===== src/rtl/soc_noc_echo_responder_if.sv =====
// Flit handshake bundle between a tile and the echo responder.
// slave is the responder side, master is the tile side.
interface soc_noc_echo_responder_if #(
    parameter int FLIT_WIDTH = 32
);
    logic [FLIT_WIDTH-1:0] in_flit;
    logic                  in_last;
    logic                  in_valid;
    logic                  in_ready;
    logic [FLIT_WIDTH-1:0] out_flit;
    logic                  out_last;
    logic                  out_valid;
    logic                  out_ready;

    modport slave (
        input  in_flit, in_last, in_valid, out_ready,
        output in_ready, out_flit, out_last, out_valid
    );

    modport master (
        output in_flit, in_last, in_valid, out_ready,
        input  in_ready, out_flit, out_last, out_valid
    );
endinterface


===== src/rtl/soc_noc_echo_responder.sv =====
// Store-and-forward NoC echo responder: buffers one packet, swaps dest/src in the header, sends it back.
// Optional packet/drop statistics counters are built when SOC_NOC_ECHO_STATS_EN is defined.
module soc_noc_echo_responder #(
    parameter int FLIT_WIDTH  = 32,
    parameter int MAX_PKT_LEN = 8,
    parameter int DEST_MSB    = 31,
    parameter int SRC_MSB     = 23
) (
    input  logic                     clk,
    input  logic                     rst_n,
    soc_noc_echo_responder_if.slave  noc,
    output logic [15:0]              pkt_count,
    output logic [15:0]              drop_count
);
    localparam int CW = $clog2(MAX_PKT_LEN + 1);
    localparam int AW = $clog2(MAX_PKT_LEN);

    typedef enum logic [1:0] {IDLE, RECV, DROP, SEND} state_t;

    state_t                state_q;
    logic [CW-1:0]         wr_cnt_q;
    logic [CW-1:0]         rd_cnt_q;
    logic                  in_ready_q;
    logic                  out_valid_q;
    logic                  out_last_q;
    logic [FLIT_WIDTH-1:0] out_flit_q;
    logic [FLIT_WIDTH-1:0] buf_q [MAX_PKT_LEN];

    logic          in_fire;
    logic          out_fire;
    logic [CW-1:0] wr_cnt_inc;
    logic [CW-1:0] rd_cnt_inc;

    assign in_fire    = noc.in_valid && in_ready_q;
    assign out_fire   = out_valid_q && noc.out_ready;
    assign wr_cnt_inc = wr_cnt_q + 1'b1;
    assign rd_cnt_inc = rd_cnt_q + 1'b1;

    function automatic logic [FLIT_WIDTH-1:0] swap_hdr(input logic [FLIT_WIDTH-1:0] f);
        logic [FLIT_WIDTH-1:0] r;
        r = f;
        r[DEST_MSB -: 5] = f[SRC_MSB -: 5];
        r[SRC_MSB -: 5]  = f[DEST_MSB -: 5];
        return r;
    endfunction

    // NOTE: the flit store has no reset so it maps onto plain RAM; stale words are never read
    // because rd_cnt_q stays below wr_cnt_q.
    always_ff @(posedge clk) begin
        if (in_fire && (state_q == IDLE || state_q == RECV))
            buf_q[wr_cnt_q[AW-1:0]] <= noc.in_flit;
    end

    always_ff @(posedge clk or negedge rst_n) begin
        if (!rst_n) begin
            state_q     <= IDLE;
            wr_cnt_q    <= '0;
            rd_cnt_q    <= '0;
            in_ready_q  <= 1'b0;
            out_valid_q <= 1'b0;
            out_last_q  <= 1'b0;
            out_flit_q  <= '0;
        end else begin
            case (state_q)
                IDLE, RECV: begin
                    in_ready_q <= 1'b1;
                    if (in_fire) begin
                        wr_cnt_q <= wr_cnt_inc;
                        if (noc.in_last) begin
                            // The header of a single-flit packet is still on the input, not yet in the store.
                            state_q     <= SEND;
                            in_ready_q  <= 1'b0;
                            out_valid_q <= 1'b1;
                            out_last_q  <= (wr_cnt_q == '0);
                            out_flit_q  <= swap_hdr((wr_cnt_q == '0) ? noc.in_flit : buf_q[0]);
                        end else if (wr_cnt_inc == CW'(MAX_PKT_LEN)) begin
                            state_q <= DROP;
                        end else begin
                            state_q <= RECV;
                        end
                    end
                end
                DROP: begin
                    if (in_fire && noc.in_last) begin
                        state_q  <= IDLE;
                        wr_cnt_q <= '0;
                    end
                end
                SEND: begin
                    if (out_fire) begin
                        if (out_last_q) begin
                            state_q     <= IDLE;
                            wr_cnt_q    <= '0;
                            rd_cnt_q    <= '0;
                            in_ready_q  <= 1'b1;
                            out_valid_q <= 1'b0;
                            out_last_q  <= 1'b0;
                            out_flit_q  <= '0;
                        end else begin
                            rd_cnt_q   <= rd_cnt_inc;
                            out_flit_q <= buf_q[rd_cnt_inc[AW-1:0]];
                            out_last_q <= (rd_cnt_inc == wr_cnt_q - 1'b1);
                        end
                    end
                end
                default: state_q <= IDLE;
            endcase
        end
    end

    assign noc.in_ready  = in_ready_q;
    assign noc.out_valid = out_valid_q;
    assign noc.out_last  = out_last_q;
    assign noc.out_flit  = out_flit_q;

`ifdef SOC_NOC_ECHO_STATS_EN
    logic [15:0] pkt_count_q;
    logic [15:0] drop_count_q;

    always_ff @(posedge clk or negedge rst_n) begin
        if (!rst_n) begin
            pkt_count_q  <= '0;
            drop_count_q <= '0;
        end else begin
            if (state_q == SEND && out_fire && out_last_q)
                pkt_count_q <= pkt_count_q + 16'd1;
            if (state_q == DROP && in_fire && noc.in_last)
                drop_count_q <= drop_count_q + 16'd1;
        end
    end

    assign pkt_count  = pkt_count_q;
    assign drop_count = drop_count_q;
`else
    assign pkt_count  = 16'd0;
    assign drop_count = 16'd0;
`endif
endmodule

===== src/flat_wrapper.sv =====
// flat-port wrapper written by rule: the top's interface ports become plain ports
module soc_noc_echo_responder_flat 
#(
    parameter int FLIT_WIDTH  = 32,
    parameter int MAX_PKT_LEN = 8,
    parameter int DEST_MSB    = 31,
    parameter int SRC_MSB     = 23
)
  (clk, rst_n, pkt_count, drop_count, noc_in_flit, noc_in_last, noc_in_valid, noc_out_ready, noc_in_ready, noc_out_flit, noc_out_last, noc_out_valid);
  soc_noc_echo_responder_if #(.FLIT_WIDTH(FLIT_WIDTH)) noc_i ();
  input  logic clk;
  input  logic rst_n;
  output logic [15:0] pkt_count;
  output logic [15:0] drop_count;
  input wire logic [$bits(noc_i.in_flit)-1:0] noc_in_flit;
  input wire logic [$bits(noc_i.in_last)-1:0] noc_in_last;
  input wire logic [$bits(noc_i.in_valid)-1:0] noc_in_valid;
  input wire logic [$bits(noc_i.out_ready)-1:0] noc_out_ready;
  output wire logic [$bits(noc_i.in_ready)-1:0] noc_in_ready;
  output wire logic [$bits(noc_i.out_flit)-1:0] noc_out_flit;
  output wire logic [$bits(noc_i.out_last)-1:0] noc_out_last;
  output wire logic [$bits(noc_i.out_valid)-1:0] noc_out_valid;
  assign noc_i.in_flit = noc_in_flit;
  assign noc_i.in_last = noc_in_last;
  assign noc_i.in_valid = noc_in_valid;
  assign noc_i.out_ready = noc_out_ready;
  assign noc_in_ready = noc_i.in_ready;
  assign noc_out_flit = noc_i.out_flit;
  assign noc_out_last = noc_i.out_last;
  assign noc_out_valid = noc_i.out_valid;
  soc_noc_echo_responder #(.FLIT_WIDTH(FLIT_WIDTH), .MAX_PKT_LEN(MAX_PKT_LEN), .DEST_MSB(DEST_MSB), .SRC_MSB(SRC_MSB)) u_core (.clk(clk), .rst_n(rst_n), .noc(noc_i), .pkt_count(pkt_count), .drop_count(drop_count));
endmodule

===== config.mk =====
export PLATFORM = sky130hd
export DESIGN_NAME = soc_noc_echo_responder_flat
export DESIGN_NICKNAME = d
export VERILOG_FILES = /design/src/rtl/soc_noc_echo_responder_if.sv /design/src/rtl/soc_noc_echo_responder.sv /design/src/flat_wrapper.sv
export SDC_FILE = /design/constraint.sdc
export NUM_CORES = 1
export LEC_CHECK = 0
export ABC_CLOCK_PERIOD_IN_PS = 5300
export CAP_MARGIN = 0
export CORE_UTILIZATION = 55
export DETAILED_ROUTE_END_ITERATION = 12
export PLACE_DENSITY = 0.76
export SLEW_MARGIN = 10
export SYNTH_ARGS = -nofsm -noshare
export SYNTH_HDL_FRONTEND = slang
export SYNTH_SLANG_ARGS = --single-unit
export TNS_END_PERCENT = 5

===== constraint.sdc =====
create_clock -name clk -period 5.3 [get_ports clk]
set_input_delay 1.06 -clock clk [delete_from_list [all_inputs] [get_ports clk]]
set_output_delay 1.06 -clock clk [all_outputs]
set_load 0.03 [all_outputs]

# After elaboration in Yosys (flattened, before gate mapping)
# Memories as Yosys holds them, arrays and structs flattened.
# Cells that the tools add are included.
dict set report totals {
  in_bits 37
  mem_count 1
  ff_bits 45
  ram_bits 256
  word_cells 71
  output_inout_bits 67
}
# memory depth width rd rd_clocked_by_memory_dff write_ports line
set mem_list {}
lappend mem_list {u_core.buf_q 8 32 2 0 1 soc_noc_echo_responder.sv:27} ;# logic [FLIT_WIDTH-1:0] buf_q [MAX_PKT_LEN];
dict set report classes {
  n_reduce_logical 14
  n_eq_ne 10
  n_addsub 3
  mux 36
}
# op count
set op_table {}
lappend op_table {{32-bit 2-to-1 mux} 5}
lappend op_table {{32-bit case mux with 2 select lines} 1}
lappend op_table {{4-bit 2-to-1 mux} 5}
lappend op_table {{1-bit 2-to-1 mux} 14}
lappend op_table {{2-bit 2-to-1 mux} 6}
lappend op_table {{4-bit case mux with 3 select lines} 1}
lappend op_table {{4-bit by 1-bit adder with 4-bit output, second input constant} 2}
lappend op_table {{2-bit by 1-bit inequality test with 1-bit output, second input constant} 4}
lappend op_table {{4-bit AND reduction} 2}
lappend op_table {{1-bit case mux with 2 select lines} 3}
lappend op_table {{2-bit case mux with 3 select lines} 1}
lappend op_table {{5-bit AND reduction} 1}
lappend op_table {{2-bit == test, second input constant} 2}
lappend op_table {{4-bit == test} 1}
lappend op_table {{4-bit == test, second input constant} 1}
lappend op_table {{1-bit logical AND} 4}
lappend op_table {{4-bit zero test} 1}
lappend op_table {{4-bit by 1-bit subtractor with 4-bit output, second input constant} 1}
lappend op_table {{3-bit AND reduction} 1}
lappend op_table {{2-bit by 1-bit == test with 1-bit output, second input constant} 1}
lappend op_table {{2-bit zero test} 1}
lappend op_table {{2-bit inequality test, second input constant} 1}
lappend op_table {{2-bit AND reduction} 1}
lappend op_table {{2-bit nonzero test} 1}
lappend op_table {{other kinds (2)} 2}

# Longest topological paths before layout
dict set report logic_depth {
  word_depth 6
  depth_mapped 8
}

# Least setup slack after synthesis
# OpenSTA, ideal clock, no wires.
dict set report synth_timing {
  kind {in2reg}
  start {input port noc_in_valid}
  end {memory u_core.buf_q[0][0] (enable)}
  setup_slack_ps 143
  cell_stages 4
  arrival_ps 4655
  cell_sequence {nand2_1 or2_2 clkbuf_1 nor4_1}
}
dict set report synth_via {
  elab_chain_len 4
}
# item line
set synth_lines {}
lappend synth_lines {{start: declaration} flat_wrapper.sv:17} ;# input wire logic [$bits(noc_i.in_valid)-1:0] noc_in_valid;
lappend synth_lines {{1-bit logical AND} soc_noc_echo_responder.sv:34} ;# assign in_fire = noc.in_valid && in_ready_q;
lappend synth_lines {{1-bit logical AND} soc_noc_echo_responder.sv:50} ;# if (in_fire && (state_q == IDLE || state_q == RECV))
lappend synth_lines {{1-bit 2-to-1 mux} soc_noc_echo_responder.sv:50}
lappend synth_lines {{1-bit 2-to-1 mux (not written as such)} soc_noc_echo_responder.sv:51} ;# buf_q[wr_cnt_q[AW-1:0]] <= noc.in_flit;
lappend synth_lines {{end: declaration} soc_noc_echo_responder.sv:27}
# Every way passes these cells.

# Worst setup path after layout
dict set report layout_timing {
  start {input port noc_in_valid}
  end {memory u_core.buf_q[6][14] (enable)}
}
# Same word-level chain as after synthesis.

==> impl_metrics.py <==
metrics = {
    "grt": {
        "grt_max_degree": 67,
        "grt_first_pass_wirelength_um": 39300,
        "grt.overflow.total": 0,
        "grt_usage_pct": 21.7,
        "grt_antenna_before_repair": 0,
        "grt_pass1_vias": 7030,
    },
    "timing": {
        "setup_slack_ps": 2260,
        "worst_pin_slew_ps": 1100,
        "slew_headroom_pct": 26.5,
        "timing.fmax_ghz": 0.328,
        "hold_viol": 0,
        "final.min_clock_period_ps": 3040,
        "setup_viol_count_final": 0,
        "fin_crit_sh_pct": 57.4,
        "maxSlewViolCount": 0,
        "rsz0062_at_grt": "no",
        "setup-tns-final_ps": 0,
        "skew_ps": 9.56,
    },
    "detailed_routing": {
        "wl_um": 25200,
        "drtIter0Drc": 432,
        "ant_nets": 0,
        "avgViaCountPerCell": 6.06,
        "drtPass1Iterations": 4,
        "drc_errors": 0,
        "wl_per_cell_um": 22.3,
        "vias": 6827,
    },
    "die": {
        "core_um2": 22100,
        "rows": 54,
        "ios": 104,
        "dieWidth_um": 153,
        "fp.dieH_um": 153,
        "initial_core_util_pct": 56.9,
        "dieArea_um2": 23500,
    },
    "worst_setup_path": {
        "worstPathArrival_ps": 3190,
        "cpMaxStageDelayCell": "nor2_4",
        "rr_worst_depth": 7,
        "cp_cell_sequence": "clkdlybuf4s50_1, nand2_1, nor2_1, nand2_1, nor2_4",
        "cp-end-kind": "flop",
        "startpoint_type": "primary input",
        "max_stage_delay_ps": 930,
        "cpMostUsedCell": "nand2_1",
        "crit_type": "in2reg",
        "critPathRequiredTime_ps": 5450,
        "crit_path_max_fanout": 32,
    },
    "placed_design": {
        "finalWeightedCongestion": 0.817,
        "port_buffers": 71,
        "place_ws_ps": 1670,
        "dp_hpwl_um": 14200,
        "postPlaceCellArea_um2": 13500,
        "dpl.cell_count": 1074,
    },
    "clock_network": {
        "post_cts_buffers": 0,
        "cts_tree": "done",
        "cts_buffers": 29,
        "cts_buffer_depth": 3,
        "postCtsHoldBufs": 0,
        "root_buffer": "clkbuf_16",
        "insertion_delay_ps": 540,
        "clk_pin_slew_ps": 60,
        "cts-htree-levels": 1,
        "clock_sinks": 301,
        "cts_resized": 0,
    },
    "synthesis": {
        "synthesis.area_um2": 12600,
        "synth_warnings": 0,
        "ys_ff_latch": 301,
        "netlist_instances": 752,
        "synth_edf_count": 256,
        "ys_seq_area_share_pct": 70.1,
        "synth_cell_type_count": 45,
        "syn_area_per_cell_um2": 16.7,
        "synthArstFlopShare_pct": 15.0,
        "ys.flop_type": "edfxtp_1",
    },
    "hold_path": {
        "hold_path_depth": 2,
        "hold_class": "reg2reg",
    },
    "layout": {
        "final_nets": 866,
        "n_antenna_cell": 0,
        "most-common-layout-cells": "edfxtp_1 (256), mux2_2 (160), clkdlybuf4s50_1 (70), o22ai_1 (65), dfrtp_1 (45)",
        "drive_above_1_share_pct": 28.2,
        "stdcell_count": 1127,
        "area_growth_syn_to_layout_pct": 14.3,
        "utilization_pct": 65.0,
        "layout_commonest_cell": "edfxtp_1",
        "fillers": 1504,
        "final_area_um2": 14400,
    },
    "power": {
        "ir_worst_vdd_mv": 0.398,
        "p_leak_nw": 4.86,
        "power_density_nw_per_um2": 575,
    },
    "outcome": {
        "status": "finished clean",
    },
    "job": {
        "drv_cap": 0,
    },
}
final timing paths:
kind                                    start                       to  slack, ps
min in group asynchronous               rst_n  u_core.noc.out_flit[24]        650
setup / recovery                 noc_in_valid      u_core.buf_q[6][14]       2260
hold reg to reg            u_core.rd_cnt_q[3]       u_core.rd_cnt_q[3]        520
hold / removal             u_core.rd_cnt_q[3]       u_core.rd_cnt_q[3]        520
max in group asynchronous               rst_n   u_core.noc.out_flit[2]       4190
setup reg to reg           u_core.wr_cnt_q[0]  u_core.noc.out_flit[27]       2280
flip-flops by register name, summed over array words and instances (netlist names):
register	flops
u_core.noc.out_flit	32
u_core.rd_cnt_q	4
u_core.state_q	2
u_core.noc.out_last	1
u_core.noc.out_valid	1
u_core.noc.in_ready	1
u_core.wr_cnt_q	4
u_core.buf_q	256
kinds of logic after synthesis:
group | count (synthesis) | synth area share (%)
DFF | 301 | 70.1
buffers and inverters | 84 | 4.13
adders and majority gates | 4 | 0.398
and+or+nand+nor | 46 | 2.23
other | 1 | 0.0298
muxes | 161 | 14.4
AOI/OAI and AO/OA | 145 | 7.95
xor gates and xnor gates | 10 | 0.697
synthesized netlist by cell type (all sizes together) (2+ instances only):
cell type | instances | area, um^2
nand4 | 2 | 27.5
ha | 4 | 50.1
edfxtp | 256 | 7690
o21ai | 5 | 25.0
nand2b | 4 | 25.0
or2 | 2 | 12.5
nand2 | 13 | 48.8
clkbuf | 8 | 30.0
a22o | 3 | 26.3
xor2 | 3 | 26.3
mux2 | 161 | 1810
nor4 | 2 | 18.8
buf | 71 | 470
o31ai | 32 | 240
nor2 | 9 | 33.8
nand3 | 3 | 15.0
xnor2 | 7 | 61.3
inv | 4 | 15.0
o22ai | 65 | 407
a22oi | 32 | 240
dfrtp | 45 | 1130
nor3 | 5 | 25.0
per-stage QoR:
stage	power (mW)	hold WS (ps)
global placement	6.24	483
floorplan	5.51	467
CTS	8.31	513
global route	8.62	543
finish	8.26	519
detailed placement	6.34	499
report_power, final:
group	internal (mW)	leakage (nW)	switching, mW
Sequential	2.92	2.87	0.227
Clock	1.13	0.456	0.835
Combinational	1.46	1.53	1.69
critical path, delay by kind of cell:
| kind | cells | cell delay [ps] |
|---|---|---|
| simple gates | 4 | 1590 |
| buf+inv | 1 | 530 |
per-layer routing:
layer	global-route usage [%]	wire (um)	share of wire, %	vias up
met5	0	0	0	-
met4	6.59	595	2.4	0
met3	2.89	1630	6.5	52
met2	37.5	12600	50	293
met1	28.8	10400	41	3419
li1	-	-	-	3063
final cells by class:
cell class	count	area [um^2]	share of cell area, %
Timing Repair Buffer	90	861	5.99
Multi-Input combinational cell	398	3410	23.7
Sequential cell	301	8810	61.4
Clock inverter	16	134	0.932
Tap cell	280	350	2.44
Inverter	5	18.8	0.131
Clock buffer	37	776	5.40
Power figures use the tool's default switching activity.
